### src/rtl/if_fetch.sv
// Instruction-fetch stage: owns the PC, runs the imem req/ack handshake, presents pc/inst to decode.
// Optional macro IF_TIMEOUT_EN adds a REQ-cycle watchdog that raises fetch_err.
module if_fetch #(
    parameter logic [31:0] RESET_PC       = 32'h0000_0000,
    parameter int          TIMEOUT_CYCLES = 16
) (
    input  logic        clk,
    input  logic        rst,
    input  logic        stall_i,
    input  logic        jCe,
    input  logic [31:0] jAddr,
    input  logic        excpt,
    input  logic [31:0] ejpc,
    output logic        imem_req,
    output logic [31:0] imem_addr,
    input  logic        imem_ack,
    input  logic [31:0] imem_rdata,
    output logic [31:0] pc,
    output logic [31:0] inst,
    output logic        inst_valid,
    output logic        fetch_err
);

    typedef enum logic [1:0] {S_IDLE, S_REQ, S_HOLD} state_t;

    state_t      r_state, w_state_nx;
    logic [31:0] r_fetch_pc, w_fetch_pc_nx;
    logic [31:0] r_redir_pc, w_redir_pc_nx;
    logic        r_redir_pend, w_redir_pend_nx;
    logic        r_req, w_req_nx;
    logic [31:0] r_addr, w_addr_nx;
    logic [31:0] r_pc, w_pc_nx;
    logic [31:0] r_inst, w_inst_nx;
    logic        r_vld, w_vld_nx;

    logic [31:0] w_pc_inc;
    logic [31:0] w_sel_raw;
    logic [31:0] w_sel_pc;
    logic        w_redir_hit;
    logic [31:0] w_redir_tgt;

`ifdef IF_TIMEOUT_EN
    localparam int CW = $clog2(TIMEOUT_CYCLES + 1);
    logic [CW-1:0] r_cnt, w_cnt_nx;
    logic          r_err, w_err_nx;
    logic          w_tmo;
    assign w_tmo = (r_cnt == CW'(TIMEOUT_CYCLES - 1));
`endif

    assign w_pc_inc    = r_pc + 32'd4;
    assign w_sel_raw   = excpt ? ejpc : (jCe ? jAddr : w_pc_inc);
    assign w_sel_pc    = {w_sel_raw[31:2], 2'b00};
    // A redirect arriving in the same cycle as the ack still discards that ack's data.
    assign w_redir_hit = r_redir_pend | excpt;
    assign w_redir_tgt = excpt ? {ejpc[31:2], 2'b00} : r_redir_pc;

    always_comb begin
        w_state_nx      = r_state;
        w_fetch_pc_nx   = r_fetch_pc;
        w_redir_pc_nx   = r_redir_pc;
        w_redir_pend_nx = r_redir_pend;
        w_req_nx        = r_req;
        w_addr_nx       = r_addr;
        w_pc_nx         = r_pc;
        w_inst_nx       = r_inst;
        w_vld_nx        = r_vld;
`ifdef IF_TIMEOUT_EN
        w_cnt_nx        = '0;
        w_err_nx        = r_err;
`endif
        case (r_state)
            S_IDLE: begin
                w_state_nx = S_REQ;
                w_req_nx   = 1'b1;
                w_addr_nx  = r_fetch_pc;
            end
            S_REQ: begin
`ifdef IF_TIMEOUT_EN
                w_cnt_nx = r_cnt + 1'b1;
`endif
                if (excpt) begin
                    w_redir_pc_nx   = {ejpc[31:2], 2'b00};
                    w_redir_pend_nx = 1'b1;
                end
                if (imem_ack) begin
                    if (w_redir_hit) begin
                        w_redir_pend_nx = 1'b0;
                        w_fetch_pc_nx   = w_redir_tgt;
                        w_addr_nx       = w_redir_tgt;
`ifdef IF_TIMEOUT_EN
                        w_cnt_nx        = '0;
`endif
                    end else begin
                        w_inst_nx  = imem_rdata;
                        w_pc_nx    = r_fetch_pc;
                        w_vld_nx   = 1'b1;
                        w_req_nx   = 1'b0;
                        w_state_nx = S_HOLD;
                    end
                end
`ifdef IF_TIMEOUT_EN
                else if (w_tmo) begin
                    w_cnt_nx = '0;
                    if (w_redir_hit) begin
                        w_redir_pend_nx = 1'b0;
                        w_fetch_pc_nx   = w_redir_tgt;
                        w_addr_nx       = w_redir_tgt;
                    end else begin
                        w_inst_nx  = 32'd0;
                        w_pc_nx    = r_fetch_pc;
                        w_vld_nx   = 1'b1;
                        w_err_nx   = 1'b1;
                        w_req_nx   = 1'b0;
                        w_state_nx = S_HOLD;
                    end
                end
`endif
            end
            S_HOLD: begin
                if (!stall_i) begin
                    w_state_nx    = S_REQ;
                    w_fetch_pc_nx = w_sel_pc;
                    w_addr_nx     = w_sel_pc;
                    w_req_nx      = 1'b1;
                    w_inst_nx     = 32'd0;
                    w_vld_nx      = 1'b0;
`ifdef IF_TIMEOUT_EN
                    w_err_nx      = 1'b0;
`endif
                end
            end
            default: w_state_nx = S_IDLE;
        endcase
    end

    always_ff @(posedge clk) begin
        if (rst) begin
            r_state      <= S_IDLE;
            r_fetch_pc   <= RESET_PC;
            r_redir_pend <= 1'b0;
            r_req        <= 1'b0;
            r_addr       <= 32'd0;
            r_pc         <= 32'd0;
            r_inst       <= 32'd0;
            r_vld        <= 1'b0;
        end else begin
            r_state      <= w_state_nx;
            r_fetch_pc   <= w_fetch_pc_nx;
            r_redir_pend <= w_redir_pend_nx;
            r_req        <= w_req_nx;
            r_addr       <= w_addr_nx;
            r_pc         <= w_pc_nx;
            r_inst       <= w_inst_nx;
            r_vld        <= w_vld_nx;
        end
    end

    // Redirect target is only meaningful while r_redir_pend is set.
    always_ff @(posedge clk) begin
        r_redir_pc <= w_redir_pc_nx;
    end

`ifdef IF_TIMEOUT_EN
    always_ff @(posedge clk) begin
        if (rst) begin
            r_cnt <= '0;
            r_err <= 1'b0;
        end else begin
            r_cnt <= w_cnt_nx;
            r_err <= w_err_nx;
        end
    end
    assign fetch_err = r_err;
`else
    assign fetch_err = 1'b0;
`endif

    assign imem_req   = r_req;
    assign imem_addr  = r_addr;
    assign pc         = r_pc;
    assign inst       = r_inst;
    assign inst_valid = r_vld;

endmodule

### config.mk
export PLATFORM = sky130hd
export DESIGN_NAME = if_fetch
export DESIGN_NICKNAME = d
export VERILOG_FILES = /design/src/rtl/if_fetch.sv
export SDC_FILE = /design/constraint.sdc
export NUM_CORES = 1
export LEC_CHECK = 0
export ABC_AREA = 0
export ABC_CLOCK_PERIOD_IN_PS = 3900
export BUFFER_PORTS_ARGS = -buffer_cell sky130_fd_sc_hd__buf_4
export CORE_MARGIN = 8
export CORE_UTILIZATION = 35
export DETAILED_ROUTE_END_ITERATION = 16
export PLACE_DENSITY = 0.64
export SLEW_MARGIN = 20
export SYNTH_ARGS = -nofsm -noshare
export SYNTH_HDL_FRONTEND = slang
export SYNTH_SLANG_ARGS = --single-unit
export TNS_END_PERCENT = 10
### constraint.sdc
create_clock -name clk -period 3.9 [get_ports clk]
set_input_delay 0.39 -clock clk [delete_from_list [all_inputs] [get_ports clk]]
set_output_delay 0.39 -clock clk [all_outputs]
set_load 0.02 [all_outputs]
==> results of run 1 <==
-- cells in the final DEF, fill, tap and decap left out, types with 4 or more instances in the layout --
master	instances
nand4_1	13
a31oi_1	15
a211oi_1	13
a21oi_1	128
nor2_1	59
edfxtp_1	32
and2_1	11
o22ai_1	7
o21ai_0	51
o31ai_1	7
nor2b_1	5
nand3_1	46
or4_1	4
dfxtp_1	133
xnor2_1	11
a221oi_1	20
mux2_2	17
inv_6	4
buf_4	214
inv_1	18
nor3_1	17
a222oi_1	7
nand2b_1	5
nor4_1	10
a21o_1	6
or3_1	6
nand2_1	160
o211ai_1	10
a211o_1	5
a221o_1	8
mux2i_1	4
and3_1	6
clkbuf_16	20
xor2_1	6
-- synthesized netlist by cell type, types with 15 or more instances --
| master | n | area [um^2] |
|---|---|---|
| nor3_1 | 17 | 85.1 |
| mux2_2 | 17 | 191 |
| a21oi_1 | 128 | 641 |
| a31oi_1 | 15 | 93.8 |
| edfxtp_1 | 32 | 961 |
| inv_1 | 18 | 67.6 |
| o21ai_0 | 51 | 255 |
| nand3_1 | 46 | 230 |
| nand2_1 | 162 | 608 |
| nor2_1 | 59 | 221 |
| clkbuf_1 | 68 | 255 |
| dfxtp_1 | 133 | 2660 |
| a221oi_1 | 20 | 175 |
-- path summary, 6_finish.rpt --
path | to | slack, ps | cells after the start
worst max register to register | pc[19]$_SDFFE_PP0P_ | 1170 | 7
worst max-delay path | pc[19]$_SDFFE_PP0P_ | 1170 | 7
worst min-delay path | r_redir_pend$_SDFFE_PP0P_ | 170 | 2
worst min register to register | inst[7]$_SDFFE_PP0P_ | 450 | 2
-- cell type report --
| cell class | count | area (um^2) | area share [%] |
|---|---|---|---|
| Multi-Input combinational cell | 710 | 4070 | 39.1 |
| Sequential cell | 165 | 3620 | 34.9 |
| Inverter | 20 | 75.1 | 0.722 |
| Tap cell | 319 | 399 | 3.84 |
| Timing Repair Buffer | 214 | 1610 | 15.5 |
| Clock buffer | 21 | 514 | 4.95 |
| Clock inverter | 11 | 105 | 1.01 |
-- stage by stage --
stage               total power (uW)  cell area, um^2
floorplan                       3020             8200
global placement                3550             9770
detailed placement              3570             9770
CTS                             5330            10400
global route                    5560            10400
finish                          5310            10400
-- critical path: stages (launching register included) --
cell,delay [ps]
dfxtp_1,330
inv_1,110
ha_2,200
buf_4,590
nand3_1,690
buf_4,460
nand2_1,110
a21oi_1,60
-- cells by family (layout without fill, tap and decap cells) --
kind of cell,after synthesis,after routing
flip-flops,165,165
AO/OA/AOI/OAI,310,310
buffers and inverters,109,266
other,1,1
multiplexers,21,21
AND/OR/NAND/NOR,356,356
adder cells (fa/ha/maj),5,5
XOR/XNOR,17,17
-- metal layers --
layer	share of wire, %	vias up	track usage [%]
met5	0	-	0
met4	2.0	0	6.54
met3	13	43	7.50
met2	44	467	30.8
met1	41	3901	26.8
li1	-	3872	-
-- state kept, by name, summed over array words and instances (netlist names) --
signal        flops
imem_addr        32
inst             32
pc               32
r_fetch_pc       32
r_redir_pc       32
r_state           2
imem_req          1
inst_valid        1
r_redir_pend      1
-- power groups by stage --
| stage | clock network (uW) | registers, uW | logic (uW) |
|---|---|---|---|
| 3_3_place_gp | 0 | 2170 | 1380 |
| 4_1_cts | 1790 | 2140 | 1400 |
| 5_1_grt | 1870 | 2170 | 1520 |
| 6_report | 1770 | 2140 | 1400 |
| 3_5_place_dp | 0 | 2170 | 1400 |
| 2_1_floorplan | 0 | 2290 | 728 |
==> results.toml, run 1 <==
[status]
status = "completed"

[floorplan]
core-area_um2 = 23300
io-pin-count = 201
die_h_um = 169
dieArea_um2 = 28600
rows = 56
die_w_um = 169
initial_core_util_pct = 35.2

[routing]
drcViolationCount = 0
wl_per_cell_um = 20.7
drt-total-wl_um = 30300
drt_iter0_drc = 943
ant_nets = 0
vias = 8283
dr.pass1.iters = 9
routed_via_density = 5.67

[power]
pwr-share-comb_pct = 26.4
clkPwrFrac_pct = 33.3
p_leak_uw = 0.00402
internal_power_uw = 3540
worst_ir_drop_vdd_mv = 0.307
power_density_nw_per_um2 = 511
p_sw_uw = 1770
pwr-share-seq_pct = 40.3
switching_share_pct = 33.3

[cts]
htree_num_levels = 4
post_cts_buffers = 0
cts_resized = 0
ctsHoldBuffers = 0
clk_latency_ps = 430
cts_max_path_buffers = 2
cts-root-buf = "clkbuf_16"
numCtsBuffers = 17
cts.sinks = 165
cts_tree = "built"
clkTransAtPathRegs_ps = 70

[logic_synthesis]
synth_compound_area_share_pct = 24.0
synthCells = 984
muxShareOfSynthArea_pct = 2.82
ys_types = 65
syn_avg_cell_area_um2 = 8.33
synth-main-ff-cell = "dfxtp_1"
netlist_area_um2 = 8200
syn_nets = 1091
async_reset_ff_share_pct = 0
synth_top_family_by_area = "compound AO/OA/AOI/OAI gates"
synthXorXnorAreaFrac_pct = 1.82
synthAdderAreaFrac_pct = 0.763
yosys_warnings = 0
synth_edf_count = 32
yosysSeqAreaShare_pct = 44.2
synth_simple_gate_area_share_pct = 20.0
synth.ff_latch_count = 165

[setup_path]
critPathArrivalTime_ps = 3000
reg2reg_from = "r_state[1]$_SDFFE_PP0P_"
crit_required_ps = 4180
startpoint = "r_state[1]$_SDFFE_PP0P_"
crit_type = "flop to flop"
cp-start-kind = "flop"
cp_max_fo = 55
end_kind = "flop"

[sta]
holdWs_ps = 175
final-hold-violation-count = 0
final.setup.worst_slack_ps = 1170
fin_crit_ps = 2730
worst_pin_slew_ps = 1100
setup_violations = 0
rsz0062_at_grt = "false"
fin_setup_tns_ps = 0
finClkSkew_ps = 16.3
slew_headroom_pct = 26.6
slew_violations = 0
period_share_pct = 69.9
fmax_mhz = 367

[min_path]
hold_path.class = "primary input to flop"
hp-start = "imem_ack"

[place]
dp.cells = 1428
port_buffers = 195
dp_hpwl_um = 20300
place_ws_ps = 1160
globalplace.congestion = 0.812

[grt]
antenna_found_initial = 0
grt_pass1_vias = 7827
grt_max_degree = 74
grt_overflow = 0
grt.total_usage_pct = 20.5
grt_pass1_wl_um = 46000

[cells_and_area]
area_growth_pct = 26.8
stdcell_count = 1460
fin_nets = 1235
fin_util_pct = 44.7
num_antenna_cells = 0
drive_gt1_share_pct = 24.7
fill_cells = 2355

[run]
cap_violations = 0
(Power assumes the default switching activity.)
==> run 2: changes to the inputs <==
--- a/config.mk
+++ b/config.mk
@@ -5,13 +5,13 @@
 export SDC_FILE = /design/constraint.sdc
 export NUM_CORES = 1
 export LEC_CHECK = 0
-export ABC_AREA = 0
-export ABC_CLOCK_PERIOD_IN_PS = 3900
+export ABC_AREA = 1
+export ABC_CLOCK_PERIOD_IN_PS = 2200
 export BUFFER_PORTS_ARGS = -buffer_cell sky130_fd_sc_hd__buf_4
 export CORE_MARGIN = 8
 export CORE_UTILIZATION = 35
 export DETAILED_ROUTE_END_ITERATION = 16
-export PLACE_DENSITY = 0.64
+export PLACE_DENSITY = 0.66
 export SLEW_MARGIN = 20
 export SYNTH_ARGS = -nofsm -noshare
 export SYNTH_HDL_FRONTEND = slang
==> constraint.sdc (replaced) <==
create_clock -name clk -period 2.2 [get_ports clk]
set_input_delay 0.22 -clock clk [delete_from_list [all_inputs] [get_ports clk]]
set_output_delay 0.22 -clock clk [all_outputs]
set_load 0.02 [all_outputs]
==> run 2 against run 1 <==
Effect of this change: maximum frequency rose by 40%; flip-flop and latch count did not move; combinational power rose to 4.0 times the previous value; final area rose by 2.6%; sequential share of layout area fell by 0.88 points; sequential power rose by 130%; routed wire length fell by 3.6%; clock-buffer cell count fell by 2; via count rose by 2.0%; critical path depth rose by 1; global-route usage fell by 0.77 points; first-iteration DRC count fell by 12%.
==> results.toml, run 2 <==
[sta]
slew_headroom_pct = 62.9
rsz0062_at_grt = "false"
fmax_mhz = 512
fin_crit_ps = 1950
setup_violations = 0
finClkSkew_ps = 10.8
worst_pin_slew_ps = 556
period_share_pct = 88.9
holdWs_ps = 59.4
slew_violations = 0
fin_setup_tns_ps = 0
final.setup.worst_slack_ps = 245
final-hold-violation-count = 0

[cells_and_area]
most-common-layout-cells = "245 x nand2_1, 228 x buf_4, 178 x a21oi_1"
num_antenna_cells = 0
fin_util_pct = 45.4
final_common_cell = "nand2_1"
drive_gt1_share_pct = 23.8
area_growth_pct = 27.8
fin_nets = 1419
stdcell_area_um2 = 10700

[cts]
htree_num_levels = 4
numCtsBuffers = 17
cts_tree = "built"
cts-root-buf = "clkbuf_16"
ctsHoldBuffers = 0
clk_latency_ps = 430
cts_resized = 0
cts_max_path_buffers = 2
cts.sinks = 165
clkTransAtPathRegs_ps = 70
post_cts_buffers = 0

[routing]
dr.pass1.iters = 5
vias = 8448
routed_via_density = 5.14
drcViolationCount = 0
drt_iter0_drc = 827
ant_nets = 0
wl_per_cell_um = 17.7
drt-total-wl_um = 29200

[power]
worst_ir_drop_vdd_mv = 0.656
p_leak_uw = 0.00434
power_density_nw_per_um2 = 1250

[place]
dpl_cell_area_um2 = 10100
place_ws_ps = 242
dp_hpwl_um = 21200
port_buffers = 195
globalplace.congestion = 0.960

[logic_synthesis]
netlist_area_um2 = 8340
synth_top_area_share_pct = 31.9
yosys.area.top_type = "dfxtp_1"
synth.ff_latch_count = 165
synth-main-ff-cell = "dfxtp_1"
async_reset_ff_share_pct = 0
yosysSeqAreaShare_pct = 43.4
yosysMostFrequentCell = "nand2_1"
synthCells = 1139
synth_edf_count = 32
syn_avg_cell_area_um2 = 7.32
synth_area_leaders = "dfxtp_1 32%, edfxtp_1 12%, nand2_1 11%"
yosys_warnings = 0
syn_nets = 1246
synth_commonest_cells = "245 x nand2_1, 178 x a21oi_1, 133 x dfxtp_1, 125 x nor2_1, 106 x nand3_1"
ys_types = 37

[grt]
grt_max_degree = 64
grt.total_usage_pct = 19.7
grt_pass1_vias = 8151
grt_overflow = 0
grt_pass1_wl_um = 45200
antenna_found_initial = 0

[floorplan]
io-pin-count = 201
die_w_um = 170
core-area_um2 = 23500
die_h_um = 170
dieArea_um2 = 29000
rows = 56
initial_core_util_pct = 35.5

[setup_path]
startpoint = "pc[2]$_SDFFE_PP0P_"
cp-start-kind = "flop"
critPathArrivalTime_ps = 2310
cp_max_fo = 4
crit_type = "flop to flop"
reg2reg_from = "pc[2]$_SDFFE_PP0P_"
end_kind = "flop"
crit_required_ps = 2560

[status]
status = "completed"

[min_path]
hold_path.class = "primary input to flop"
hp-start = "imem_rdata[12]"

[run]
cap_violations = 0
[run 2: cell count changes in the layout (fill, tap and decap cells not counted), sizes merged, moves of 13 or more]
| cell | change |
|---|---|
| nand3 | +62 |
| nor2 | +80 |
| inv | +42 |
| a211oi | -13 |
| nand2 | +89 |
| buf | +17 |
| a21oi | +51 |
| nand4 | -13 |
| nor3 | -17 |
| o21ai | +57 |
| mux2 | -17 |
[run 2: layout make-up]
type / instances / area, um^2
clock buffers: 19 / 454
clock inverters: 13 / 95.1
fillers: 2425 / 12800
inverters: 61 / 229
multi-input cells: 836 / 4090
flip-flops and latches: 165 / 3620
well taps: 319 / 399
repair buffers: 231 / 1770
[run 2: worst paths after layout]
kind	end	slack [ps]	depth (start not counted)
setup / recovery	imem_addr[6]$_SDFFE_PP0P_	250	8
hold / removal	inst[12]$_SDFFE_PP0P_	60	3
setup reg to reg	imem_addr[6]$_SDFFE_PP0P_	250	8
hold reg to reg	inst[7]$_SDFFE_PP0P_	460	2
[run 2: through the flow]
| stage | total power (uW) | std cells |
|---|---|---|
| 4_1_cts | 13400 | 1644 |
| 5_1_grt | 14100 | 1644 |
| 3_5_place_dp | 10500 | 1612 |
| 6_report | 13300 | 1644 |
| 2_1_floorplan | 8320 | 1139 |
| 3_3_place_gp | 10400 | 1612 |
[run 2: layer usage]
layer  part of all wire, %  GRT usage [%]
met3                   9.7           6.77
met4                  0.92           3.89
met5                     0              0
met2                    45           31.3
met1                    44           25.6
[run 2: cell families after synthesis]
group,synth area share [%]
compound gates,22.2
xor+xnor,0.315
fa+ha+maj,0.750
buf+inv,7.68
flops,43.4
other cells,0.0449
simple gates,25.6
[run 2: critical path, cell delays in order (launching register included)]
cell     delay (ps)
dfxtp_1         340
ha_1            260
nand3_1         160
xor2_1          180
o21ai_0         380
nand2_1         130
nand2_1          80
o21ai_0         180
a21oi_1         180
[run 2: power by group]
group / total (uW) / internal, uW / switching [uW]
sequential: 4870 / 4170 / 700
combinational: 5600 / 2070 / 3530
clock: 2840 / 1520 / 1310
